[src/rtl/mux_nx1_pipe_pkg.sv]
// Shared constants for the pipelined N:1 mux: skid-buffer state encoding and
// default channel geometry.
package mux_nx1_pipe_pkg;

  typedef logic [1:0] skid_state_t;

  localparam skid_state_t ST_EMPTY = 2'b00;
  localparam skid_state_t ST_ONE   = 2'b01;
  localparam skid_state_t ST_FULL  = 2'b10;

  localparam int DEF_WIDTH  = 16;
  localparam int DEF_NUM_IN = 4;

endpackage

[src/rtl/mux_nx1_comb.sv]
// Combinational N:1 channel select; out-of-range selects yield FILL and are
// flagged so the pipeline can raise its sticky error.
module mux_nx1_comb
  import mux_nx1_pipe_pkg::*;
#(
  parameter int               WIDTH  = DEF_WIDTH,
  parameter int               NUM_IN = DEF_NUM_IN,
  parameter logic [WIDTH-1:0] FILL   = '0,
  localparam int              SEL_W  = (NUM_IN > 2) ? $clog2(NUM_IN) : 1
) (
  input  logic [NUM_IN*WIDTH-1:0] in_data,
  input  logic [SEL_W-1:0]        sel,
  output logic [WIDTH-1:0]        data_out,
  output logic                    sel_illegal
);

  always_comb begin
    data_out    = FILL;
    sel_illegal = (int'(sel) >= NUM_IN);
    for (int k = 0; k < NUM_IN; k++) begin
      if (int'(sel) == k) data_out = in_data[k*WIDTH +: WIDTH];
    end
  end

endmodule

[src/rtl/mux_nx1_pipe.sv]
// Pipelined N:1 mux: the selected channel is registered into a 2-entry skid
// buffer so in_ready never depends combinationally on out_ready.
module mux_nx1_pipe
  import mux_nx1_pipe_pkg::*;
#(
  parameter int               WIDTH  = DEF_WIDTH,
  parameter int               NUM_IN = DEF_NUM_IN,
  parameter logic [WIDTH-1:0] FILL   = '0,
  localparam int              SEL_W  = (NUM_IN > 2) ? $clog2(NUM_IN) : 1
) (
  input  logic                    clk,
  input  logic                    rst_n,
  input  logic [NUM_IN*WIDTH-1:0] in_data,
  input  logic [SEL_W-1:0]        in_sel,
  input  logic                    in_valid,
  output logic                    in_ready,
  output logic [WIDTH-1:0]        out_data,
  output logic                    out_valid,
  input  logic                    out_ready,
  output logic                    sel_err,
  input  logic                    err_clr,
  output skid_state_t             state_dbg
);

  // Handshake: a beat moves across an interface only on a rising edge where
  // its valid and ready are both high; valid never waits on ready.
  skid_state_t      state;
  logic [WIDTH-1:0] out_q;
  logic [WIDTH-1:0] skid_q;
  logic [WIDTH-1:0] mux_data;
  logic             mux_illegal;
  logic             accept;
  logic             drain;

  mux_nx1_comb #(
    .WIDTH  (WIDTH),
    .NUM_IN (NUM_IN),
    .FILL   (FILL)
  ) u_mux (
    .in_data     (in_data),
    .sel         (in_sel),
    .data_out    (mux_data),
    .sel_illegal (mux_illegal)
  );

  assign in_ready  = (state != ST_FULL);
  assign out_valid = (state != ST_EMPTY);
  assign out_data  = out_q;
  assign state_dbg = state;
  assign accept    = in_valid & in_ready;
  assign drain     = out_valid & out_ready;

  always_ff @(posedge clk or negedge rst_n) begin
    if (!rst_n) begin
      state  <= ST_EMPTY;
      out_q  <= '0;
      skid_q <= '0;
    end else begin
      case (state)
        ST_EMPTY: begin
          if (accept) begin
            out_q <= mux_data;
            state <= ST_ONE;
          end
        end
        ST_ONE: begin
          case ({accept, drain})
            2'b11: out_q <= mux_data;
            2'b10: begin
              skid_q <= mux_data;
              state  <= ST_FULL;
            end
            2'b01: state <= ST_EMPTY;
            default: ;
          endcase
        end
        ST_FULL: begin
          // in_ready is low here, so only a drain can happen.
          if (drain) begin
            out_q <= skid_q;
            state <= ST_ONE;
          end
        end
        default: state <= ST_EMPTY;
      endcase
    end
  end

  // A new error outranks a coincident clear.
  always_ff @(posedge clk or negedge rst_n) begin
    if (!rst_n)                     sel_err <= 1'b0;
    else if (accept && mux_illegal) sel_err <= 1'b1;
    else if (err_clr)               sel_err <= 1'b0;
  end

endmodule

[config.mk]
export PLATFORM = sky130hd
export DESIGN_NAME = mux_nx1_pipe
export DESIGN_NICKNAME = d
export VERILOG_FILES = /design/src/rtl/mux_nx1_pipe_pkg.sv /design/src/rtl/mux_nx1_comb.sv /design/src/rtl/mux_nx1_pipe.sv
export SDC_FILE = /design/constraint.sdc
export NUM_CORES = 1
export LEC_CHECK = 0
export CAP_MARGIN = 20
export CORE_MARGIN = 1
export CORE_UTILIZATION = 35
export DETAILED_ROUTE_END_ITERATION = 12
export PLACE_DENSITY_LB_ADDON = 0.15
export REMOVE_ABC_BUFFERS = 1
export SYNTH_ARGS = -nofsm -noshare
export SYNTH_HDL_FRONTEND = slang
export SYNTH_HIERARCHICAL = 1
export SYNTH_SLANG_ARGS = --single-unit
[constraint.sdc]
create_clock -name clk -period 1.75 [get_ports clk]
set_input_delay 0.35 -clock clk [delete_from_list [all_inputs] [get_ports clk]]
set_output_delay 0.35 -clock clk [all_outputs]
set_load 0.05 [all_outputs]
==> impl_metrics.py, run 1 <==
metrics = {
    "status": {
        "status": "completed",
    },
    "finish": {
        "final_util_pct": 57.8,
        "multi_input_area_mm2": 0.00110,
        "regArea_um2": 877,
        "syn2layout_area_growth_pct": 55.7,
        "fin_area_mm2": 0.00324,
        "layout_commonest_cell": "clkdlybuf4s50_1",
        "num_antenna_cells": 0,
        "final_nets": 297,
        "nFillCells": 463,
        "mostFrequentLayoutCells": "clkdlybuf4s50_1 (67), mux2_2 (34), dfrtp_1 (34)",
        "drive_gt1_share_pct": 47.3,
    },
    "drt": {
        "dr_total_vias": 1492,
        "wirelength_um": 5000,
        "drt-initial-drc-count": 33,
        "wl_per_cell_um": 16.8,
        "routed_via_density": 5.01,
        "ant_nets": 0,
        "drc_errors": 0,
        "drt-pass1-iter-count": 4,
    },
    "die": {
        "start_util_pct": 37.1,
        "design.die.area_mm2": 0.00626,
        "die_h_um": 79.1,
        "rows": 27,
        "die_w_um": 79.1,
        "core_mm2": 0.00561,
        "ios": 92,
    },
    "logic_synthesis": {
        "synth-seq-cells": 35,
        "syn_area_mm2": 0.00208,
        "synth_cell_type_count": 21,
        "synthCells": 125,
        "yosysWarnings": 6,
        "post_synth.cell_area_avg_um2": 16.7,
        "seq_area_frac_synth_pct": 42.1,
    },
    "global_route": {
        "grt_max_degree": 23,
        "grt_pass1_wl_um": 8000,
        "grt_pass1_vias": 1679,
        "antenna_found_initial": 0,
        "grt_usage_pct": 16.9,
        "overflow": 0,
    },
    "place": {
        "dp_hpwl_um": 3680,
        "port_buffers": 91,
        "place_area_mm2": 0.00309,
        "place_congestion": 0.704,
    },
    "sta": {
        "relSlewSlack_pct": 65.7,
        "finalSetupTns_ns": 0,
        "clock_skew_ns": 0.00544,
        "finalSetupViolCount": 0,
        "drv_slew": 0,
        "whs_ns": 0.0343,
        "fin_crit_sh_pct": 96.5,
        "fmax_ghz": 0.592,
        "period_minus_slack_ns": 1.69,
        "rsz0062_at_grt": "false",
        "tightestPinTransition_ns": 0.515,
        "hold_viol_final": 0,
    },
    "pwr": {
        "p_int_uw": 2240,
        "power_frac_clock_pct": 16.4,
        "switching_share_pct": 36.3,
        "p_leak_uw": 0.00136,
        "p_per_area_mw_per_mm2": 1080,
        "power_switching_uw": 1280,
        "ir_worst_vdd_v": 0.000618,
        "total_power_uw": 3510,
        "p_seq_share_pct": 36.1,
        "comb_power_share_pct": 47.5,
    },
    "worst_setup_path": {
        "worst_path_largest_cell_delay_ns": 0.42,
        "path_cells": "buf_6, or2_2, buf_4",
        "critPathSlowestCell": "dfrtp_1",
        "worstSetupEndpointType": "primary output",
        "critical_path_class": "flop to primary output",
        "worstPathRequired_ns": 1.40,
        "critPathArrivalTime_ns": 1.34,
        "startpoint_type": "flop",
        "critPathMaxFanout": 7,
    },
    "cts": {
        "clock-sinks": 35,
        "cts.reportedPaths.clkPinSlew_ns": 0.07,
        "cts_buffers": 5,
        "cts_root_buffer": "clkbuf_8",
        "insertion_delay_ns": 0.28,
        "htreeDepth": 2,
        "cts_tree": "built",
        "clk_path_buf_depth": 2,
    },
    "min_path": {
        "hold_path.class": "input port to asynchronous set/reset pin",
    },
    "run": {
        "maxCapViolations": 0,
    },
}
-- repair_timing --
action | 4_1_cts | 5_1_grt
hold endpoints to repair | 0 | 0
setup buffers | 0 | 0
cloned | 1 | 1
endpoints found under the setup margin | 22 | 10
hold buffers | 0 | 0
gates resized for setup | 7 | 5
pin swaps | 0 | 0
-- Yosys cell counts --
library cell / instances / area, um^2
nor2b_2: 2 / 17.5
or2_2: 1 / 6.26
inv_1: 2 / 7.51
o2bb2ai_4: 1 / 27.5
nor2_1: 1 / 3.75
buf_12: 2 / 40.0
o22ai_1: 2 / 12.5
mux4_2: 10 / 225
buf_2: 2 / 10.0
nand2_1: 1 / 3.75
dfrtp_1: 35 / 876
conb_1: 1 / 3.75
and3b_2: 1 / 10.0
buf_4: 2 / 15.0
mux2_2: 34 / 383
buf_6: 4 / 45.0
nor3b_1: 1 / 7.51
a21oi_1: 2 / 10.0
mux2_4: 14 / 210
mux4_1: 6 / 158
mux2i_1: 1 / 10.0
-- critical path: cells and delay by family, from the launching register on --
family | cells | cell delay (ns)
DFF | 1 | 0.42
buffers and inverters | 2 | 0.35
and+or+nand+nor | 1 | 0.29
-- power by group through the flow --
| stage | sequential, uW | combinational, uW | clock [uW] |
|---|---|---|---|
| 3_5_place_dp | 1280 | 1660 | 0 |
| 2_1_floorplan | 1740 | 557 | 0 |
| 6_report | 1270 | 1670 | 577 |
| 4_1_cts | 1270 | 1680 | 606 |
| 3_3_place_gp | 1270 | 1630 | 0 |
| 5_1_grt | 1310 | 1760 | 639 |
-- layer usage --
| metal | vias to the layer above | global-route usage [%] | routed length (um) |
|---|---|---|---|
| met5 | - | 0 | 0 |
| li1 | 681 | - | - |
| met3 | 6 | 4.37 | 313 |
| met4 | 0 | 2.73 | 36 |
| met1 | 743 | 19.9 | 2120 |
| met2 | 62 | 31.1 | 2530 |
-- final timing paths --
check	end	start	cells past startpoint	slack [ns]
hold reg to reg	skid_q[8]$_DFFE_PN0P_	skid_q[8]$_DFFE_PN0P_	1	0.51
max in group asynchronous	skid_q[9]$_DFFE_PN0P_	rst_n	2	1.12
setup / recovery	out_valid	state_dbg[0]$_DFFE_PN0P_	3	0.06
hold / removal	sel_err$_DFFE_PN0P_	rst_n	1	0.03
min in group clk	skid_q[8]$_DFFE_PN0P_	skid_q[8]$_DFFE_PN0P_	1	0.51
setup reg to reg	out_data[7]$_DFFE_PN0P_	state_dbg[1]$_DFFE_PN0P_	4	0.20
-- cell families after synthesis --
logic type | share of synthesized area, %
compound gates | 2.40
buf+inv | 5.65
flops | 42.1
mux | 47.4
other cells | 0.180
simple gates | 2.34
-- state kept, by name, summed over array words and instances, names as in the netlist --
register   cells
out_data      16
state_dbg      2
sel_err        1
skid_q        16
-- metrics by stage --
stage,std cells,setup WS [ns]
final,298,0.0612
after CTS,297,0.0115
after floorplan,115,-0.481
after detailed placement,289,-0.592
after global routing,298,0.00410
after global placement,289,-0.521
-- cell type report --
type | instances | share of cell area [%]
Clock buffer | 6 | 2.55
Clock inverter | 1 | 0.154
Inverter | 2 | 0.232
Multi-Input combinational cell | 78 | 33.9
Sequential cell | 35 | 27.1
Tap cell | 72 | 2.78
Timing Repair Buffer | 104 | 33.3
No activity file was read; power rests on OpenSTA's default activity.
==> run 2: changes to the inputs <==
Clock period 1.75 ns to 2.15 ns, I/O delays scaled along.
==> run 2 against run 1 <==
Via count is 3.6% lower; core utilization is 1.5 points lower; global-route usage is 0.99 points lower; sequential share of layout area is 0.68 points higher; power is 18% lower; clock-buffer cell count is 2 higher; wire length is 8.1% lower; non-clock buffer count is 5 lower; design area is 2.6% lower; critical path depth is 2 higher; worst setup slack better by 0.0099 ns; clock power is 11% lower; highest routed layer unchanged.
==> impl_metrics.py, run 2 (synthesized netlist as in run 1, its figures left out) <==
metrics = {
    "status": {
        "status": "completed",
    },
    "cts": {
        "clock-sinks": 35,
        "cts.reportedPaths.clkPinSlew_ns": 0.06,
        "cts_tree": "built",
        "cts_root_buffer": "clkbuf_8",
        "holdBufCountCts": 0,
        "cts_buffers": 5,
        "htreeDepth": 2,
        "insertion_delay_ns": 0.28,
        "post_cts_buffers": 0,
        "clk_path_buf_depth": 2,
    },
    "worst_setup_path": {
        "critical_path_class": "input port to flop",
        "critPathMaxFanout": 16,
        "worstSetupEndpointType": "flop",
        "critPathArrivalTime_ns": 2.24,
        "cpLargestDelayFamily": "multiplexers",
        "startpoint_type": "input port",
        "cp_num_buf_inv": 2,
        "worstPathRequired_ns": 2.31,
        "worst_path_largest_cell_delay_ns": 0.59,
        "critPathSlowestCell": "mux4_1",
        "cp_common_cell": "mux2_4",
        "path_cells": "clkdlybuf4s50_1, buf_12, mux4_1, mux2_4, mux2_4",
    },
    "drt": {
        "ant_nets": 0,
        "routed_via_density": 4.89,
        "drc_errors": 0,
        "dr_total_vias": 1438,
        "wl_per_cell_um": 15.6,
        "wirelength_um": 4590,
        "drt-initial-drc-count": 50,
        "drt-pass1-iter-count": 4,
    },
    "finish": {
        "nFillCells": 475,
        "layout_commonest_cell": "clkdlybuf4s50_1",
        "syn2layout_area_growth_pct": 51.7,
        "num_antenna_cells": 0,
        "mostFrequentLayoutCells": "clkdlybuf4s50_1 (88), dfrtp_1 (35), mux2_2 (34)",
        "fin_area_mm2": 0.00316,
        "drive_gt1_share_pct": 36.5,
        "final_nets": 292,
    },
    "place": {
        "place_area_mm2": 0.00306,
        "port_buffers": 91,
        "place_congestion": 0.721,
        "dp_hpwl_um": 3390,
    },
    "die": {
        "rows": 27,
        "die_w_um": 79.1,
        "die_h_um": 79.1,
        "design.die.area_mm2": 0.00626,
        "core_mm2": 0.00561,
        "start_util_pct": 37.1,
        "ios": 92,
    },
    "global_route": {
        "overflow": 0,
        "grt_pass1_vias": 1631,
        "grt_max_degree": 36,
        "grt_usage_pct": 15.9,
        "antenna_found_initial": 0,
        "grt_pass1_wl_um": 7660,
    },
    "sta": {
        "rsz0062_at_grt": "false",
        "fmax_ghz": 0.481,
        "relSlewSlack_pct": 47.9,
        "hold_viol_final": 0,
        "finalSetupViolCount": 0,
        "period_minus_slack_ns": 2.08,
        "tightestPinTransition_ns": 0.781,
        "drv_slew": 0,
        "clock_skew_ns": 0.00615,
        "fin_crit_sh_pct": 96.7,
    },
    "pwr": {
        "p_leak_uw": 0.00127,
        "total_power_uw": 2870,
        "ir_worst_vdd_v": 0.000551,
        "p_per_area_mw_per_mm2": 909,
    },
    "run": {
        "maxCapViolations": 0,
    },
    "min_path": {
        "hold_path.class": "input port to asynchronous set/reset pin",
    },
}
## run 2: changes by cell type in the layout (fill, tap and decap cells not counted), sizes merged
cell           delta
clkinv            -1
dlymetal6s2s      -1
clkdlybuf4s50    +21
clkbuf            +1
dlygate4sd2       +1
buf              -25
## run 2: repair_timing
action / in CTS / in global routing
endpoints found under the setup margin: 1 / 1
hold endpoints to repair: 0 / 0
gates resized for setup: 1 / 1
## run 2: report_power, final
part	switching [uW]	internal, uW
logic	675	659
registers	128	900
clock network	219	292
## run 2: through the flow
stage | worst slack, ns | std cells | util [%] | setup TNS, ns | hold WS [ns]
2_1_floorplan | -0.161 | 115 | - | -0.882 | 0.134
3_3_place_gp | -0.204 | 286 | 54.6 | -2.65 | 0.483
3_5_place_dp | -0.245 | 286 | 54.6 | -3.06 | 0.493
4_1_cts | 0.0562 | 294 | 56.4 | 0 | 0.260
5_1_grt | 0.00984 | 294 | 56.3 | 0 | 0.288
6_report | 0.0712 | 294 | 56.3 | 0 | 0.231
## run 2: final cells by class
cell class                 instances  area (um^2)  share of cell area [%]
clock buffer                       8          100                    3.17
tap                               72         90.1                    2.85
timing repair buffer              99         1000                    31.7
sequential                        35          876                    27.7
multi-input combinational         78         1080                    34.4
inverter                           2         7.51                   0.238
## run 2: metal layers
metal	vias up	track usage [%]	part of all wire (%)
li1	671	-	-
met1	696	19.6	43
met2	64	27.6	49
met3	7	4.25	7.2
met4	0	3.82	0.96
met5	-	0	0
## run 2: worst paths after layout
path / start / to / slack, ns / cells past startpoint
max: in_sel[0] / out_data[0]$_DFFE_PN0P_ / 0.07 / 5
min: rst_n / sel_err$_DFFE_PN0P_ / 0.23 / 1
max reg2reg: state_dbg[0]$_DFFE_PN0P_ / out_data[12]$_DFFE_PN0P_ / 0.41 / 5
min reg2reg: skid_q[7]$_DFFE_PN0P_ / skid_q[7]$_DFFE_PN0P_ / 0.51 / 1
max in group asynchronous: rst_n / skid_q[10]$_DFFE_PN0P_ / 1.42 / 1
min in group clk: skid_q[7]$_DFFE_PN0P_ / skid_q[7]$_DFFE_PN0P_ / 0.51 / 1
==> run 3: changes to the inputs <==
Settings changed: CAP_MARGIN 20 to 25, CTS_CLUSTER_SIZE set to 14, RECOVER_POWER set to 50.
==> run 3 against run 2 <==
Power shrank 0.12%; hold slack gained 0.034 ns; worst setup slack is essentially flat; global-route usage is the same; core utilization shrank 0.18 points; final cell count is the same; clock power is essentially flat; critical path depth is the same; non-clock buffer count is the same; register-to-register slack is essentially flat; wire length grew 0.15%; largest power group unchanged; highest routed layer unchanged.
==> impl_metrics.py, run 3 (synthesized netlist as in run 1, its figures left out) <==
metrics = {
    "sta": {
        "clock_skew_ns": 0.00560,
        "tightestPinTransition_ns": 0.887,
        "drv_slew": 0,
        "rsz0062_at_grt": "false",
        "period_minus_slack_ns": 2.08,
        "fmax_ghz": 0.481,
        "relSlewSlack_pct": 40.9,
        "finalSetupViolCount": 0,
        "hold_viol_final": 0,
        "finalSetupTns_ns": 0,
        "fin_crit_sh_pct": 96.7,
    },
    "die": {
        "die_h_um": 79.1,
        "ios": 92,
        "design.die.area_mm2": 0.00626,
        "start_util_pct": 37.1,
        "die_w_um": 79.1,
        "rows": 27,
        "core_mm2": 0.00561,
    },
    "worst_setup_path": {
        "r2r_slack_ns": 0.41,
        "critPathArrivalTime_ns": 2.24,
        "worstPathRequired_ns": 2.32,
        "worstSetupEndpoint": "out_data[0]$_DFFE_PN0P_",
        "startpoint_type": "input port",
        "critical_path_class": "input port to flop",
        "r2r-start": "state_dbg[0]$_DFFE_PN0P_",
        "r2r-end": "out_data[12]$_DFFE_PN0P_",
        "reg2regPathDepth": 5,
        "critPathMaxFanout": 16,
        "worstSetupEndpointType": "flop",
        "critPathLaunch": "in_sel[0]",
    },
    "drt": {
        "drt-initial-drc-count": 46,
        "ant_nets": 0,
        "drc_errors": 0,
        "dr_total_vias": 1444,
        "drt-pass1-iter-count": 4,
        "routed_via_density": 4.91,
        "wirelength_um": 4600,
        "wl_per_cell_um": 15.6,
    },
    "cts": {
        "htreeDepth": 2,
        "cts_tree": "built",
        "clock-sinks": 35,
        "cts.reportedPaths.clkPinSlew_ns": 0.07,
        "insertion_delay_ns": 0.28,
        "clk_path_buf_depth": 2,
        "cts_root_buffer": "clkbuf_8",
        "cts_buffers": 5,
    },
    "global_route": {
        "antenna_found_initial": 0,
        "grt_max_degree": 36,
        "overflow": 0,
        "grt_pass1_wl_um": 7660,
        "grt_usage_pct": 15.9,
        "grt_pass1_vias": 1631,
    },
    "finish": {
        "final_util_pct": 56.1,
        "syn2layout_area_growth_pct": 51.2,
        "drive_gt1_share_pct": 35.1,
        "final_nets": 292,
        "layout_commonest_cell": "clkdlybuf4s50_1",
        "num_antenna_cells": 0,
        "mostFrequentLayoutCells": "clkdlybuf4s50_1 (87), dfrtp_1 (35), mux2_2 (34)",
    },
    "place": {
        "place_congestion": 0.721,
        "dp_hpwl_um": 3390,
        "port_buffers": 91,
    },
    "min_path": {
        "hold_path.class": "input port to asynchronous set/reset pin",
    },
    "pwr": {
        "p_leak_uw": 0.00127,
        "p_per_area_mw_per_mm2": 911,
        "ir_worst_vdd_v": 0.000550,
    },
    "run": {
        "maxCapViolations": 0,
    },
    "status": {
        "status": "completed",
    },
}
## run 3: cell count changes in the layout (fill, tap and decap cells not counted)
| cell | delta |
|---|---|
| and3b_1 | +1 |
| and3b_2 | -1 |
| buf_2 | -1 |
| buf_4 | -2 |
| clkbuf_1 | +1 |
| clkbuf_2 | +2 |
| clkdlybuf4s50_1 | -1 |
| dlygate4sd3_1 | +1 |
| nor2b_1 | +1 |
| nor2b_2 | -1 |
## run 3: routing by layer
layer | GRT usage, % | part of all wire, % | vias to the layer above
met5 | 0 | 0 | -
met4 | 3.82 | 0.96 | 0
met3 | 4.25 | 7.3 | 7
met2 | 27.6 | 49 | 66
met1 | 19.6 | 42 | 700
li1 | - | - | 671
## run 3: final cells by class
cell class / count / area, um^2
fillers: 478 / 2460
multi-input cells: 78 / 1080
repair buffers: 99 / 993
flip-flops and latches: 35 / 876
clock buffers: 8 / 100
well taps: 72 / 90.1
inverters: 2 / 7.51
## run 3: worst min path at each step
stage	cells after the start	slack, ns	to
6_report	1	0.27	out_data[2]$_DFFE_PN0P_
5_1_grt	1	0.33	skid_q[5]$_DFFE_PN0P_
4_1_cts	1	0.26	out_data[6]$_DFFE_PN0P_
3_5_place_dp	1	0.49	out_data[0]$_DFFE_PN0P_
3_3_place_gp	1	0.48	skid_q[14]$_DFFE_PN0P_
2_1_floorplan	0	0.13	out_data[0]$_DFFE_PN0P_
## run 3: critical path, stage by stage
cell and delay (ns):
clkdlybuf4s50_1 0.50, buf_12 0.19, mux4_1 0.59, mux2_4 0.28, mux2_4 0.25
## run 3: what timing repair did
item / 4_1_cts / 5_1_grt
setup endpoints to repair: 1 / 1
pin swaps: 0 / 0
buffers inserted: 0 / 0
gates resized for setup: 1 / 1
hold buffers: 0 / 0
## run 3: through the flow
step	cells	setup WS (ns)	instance area (um^2)	hold WS, ns	power [uW]
2_1_floorplan	115	-0.161	1970	0.134	1870
3_3_place_gp	286	-0.204	3060	0.483	2350
3_5_place_dp	286	-0.245	3060	0.493	2390
4_1_cts	294	0.0562	3160	0.260	2910
5_1_grt	294	0.00984	3150	0.327	3020
6_report	294	0.0714	3150	0.265	2870
## run 3: report_power, final
part	switching [uW]	total (uW)	leakage [uW]	internal (uW)
clock	219	511	0.0000515	292
combinational	675	1330	0.000804	656
sequential	127	1030	0.000414	900
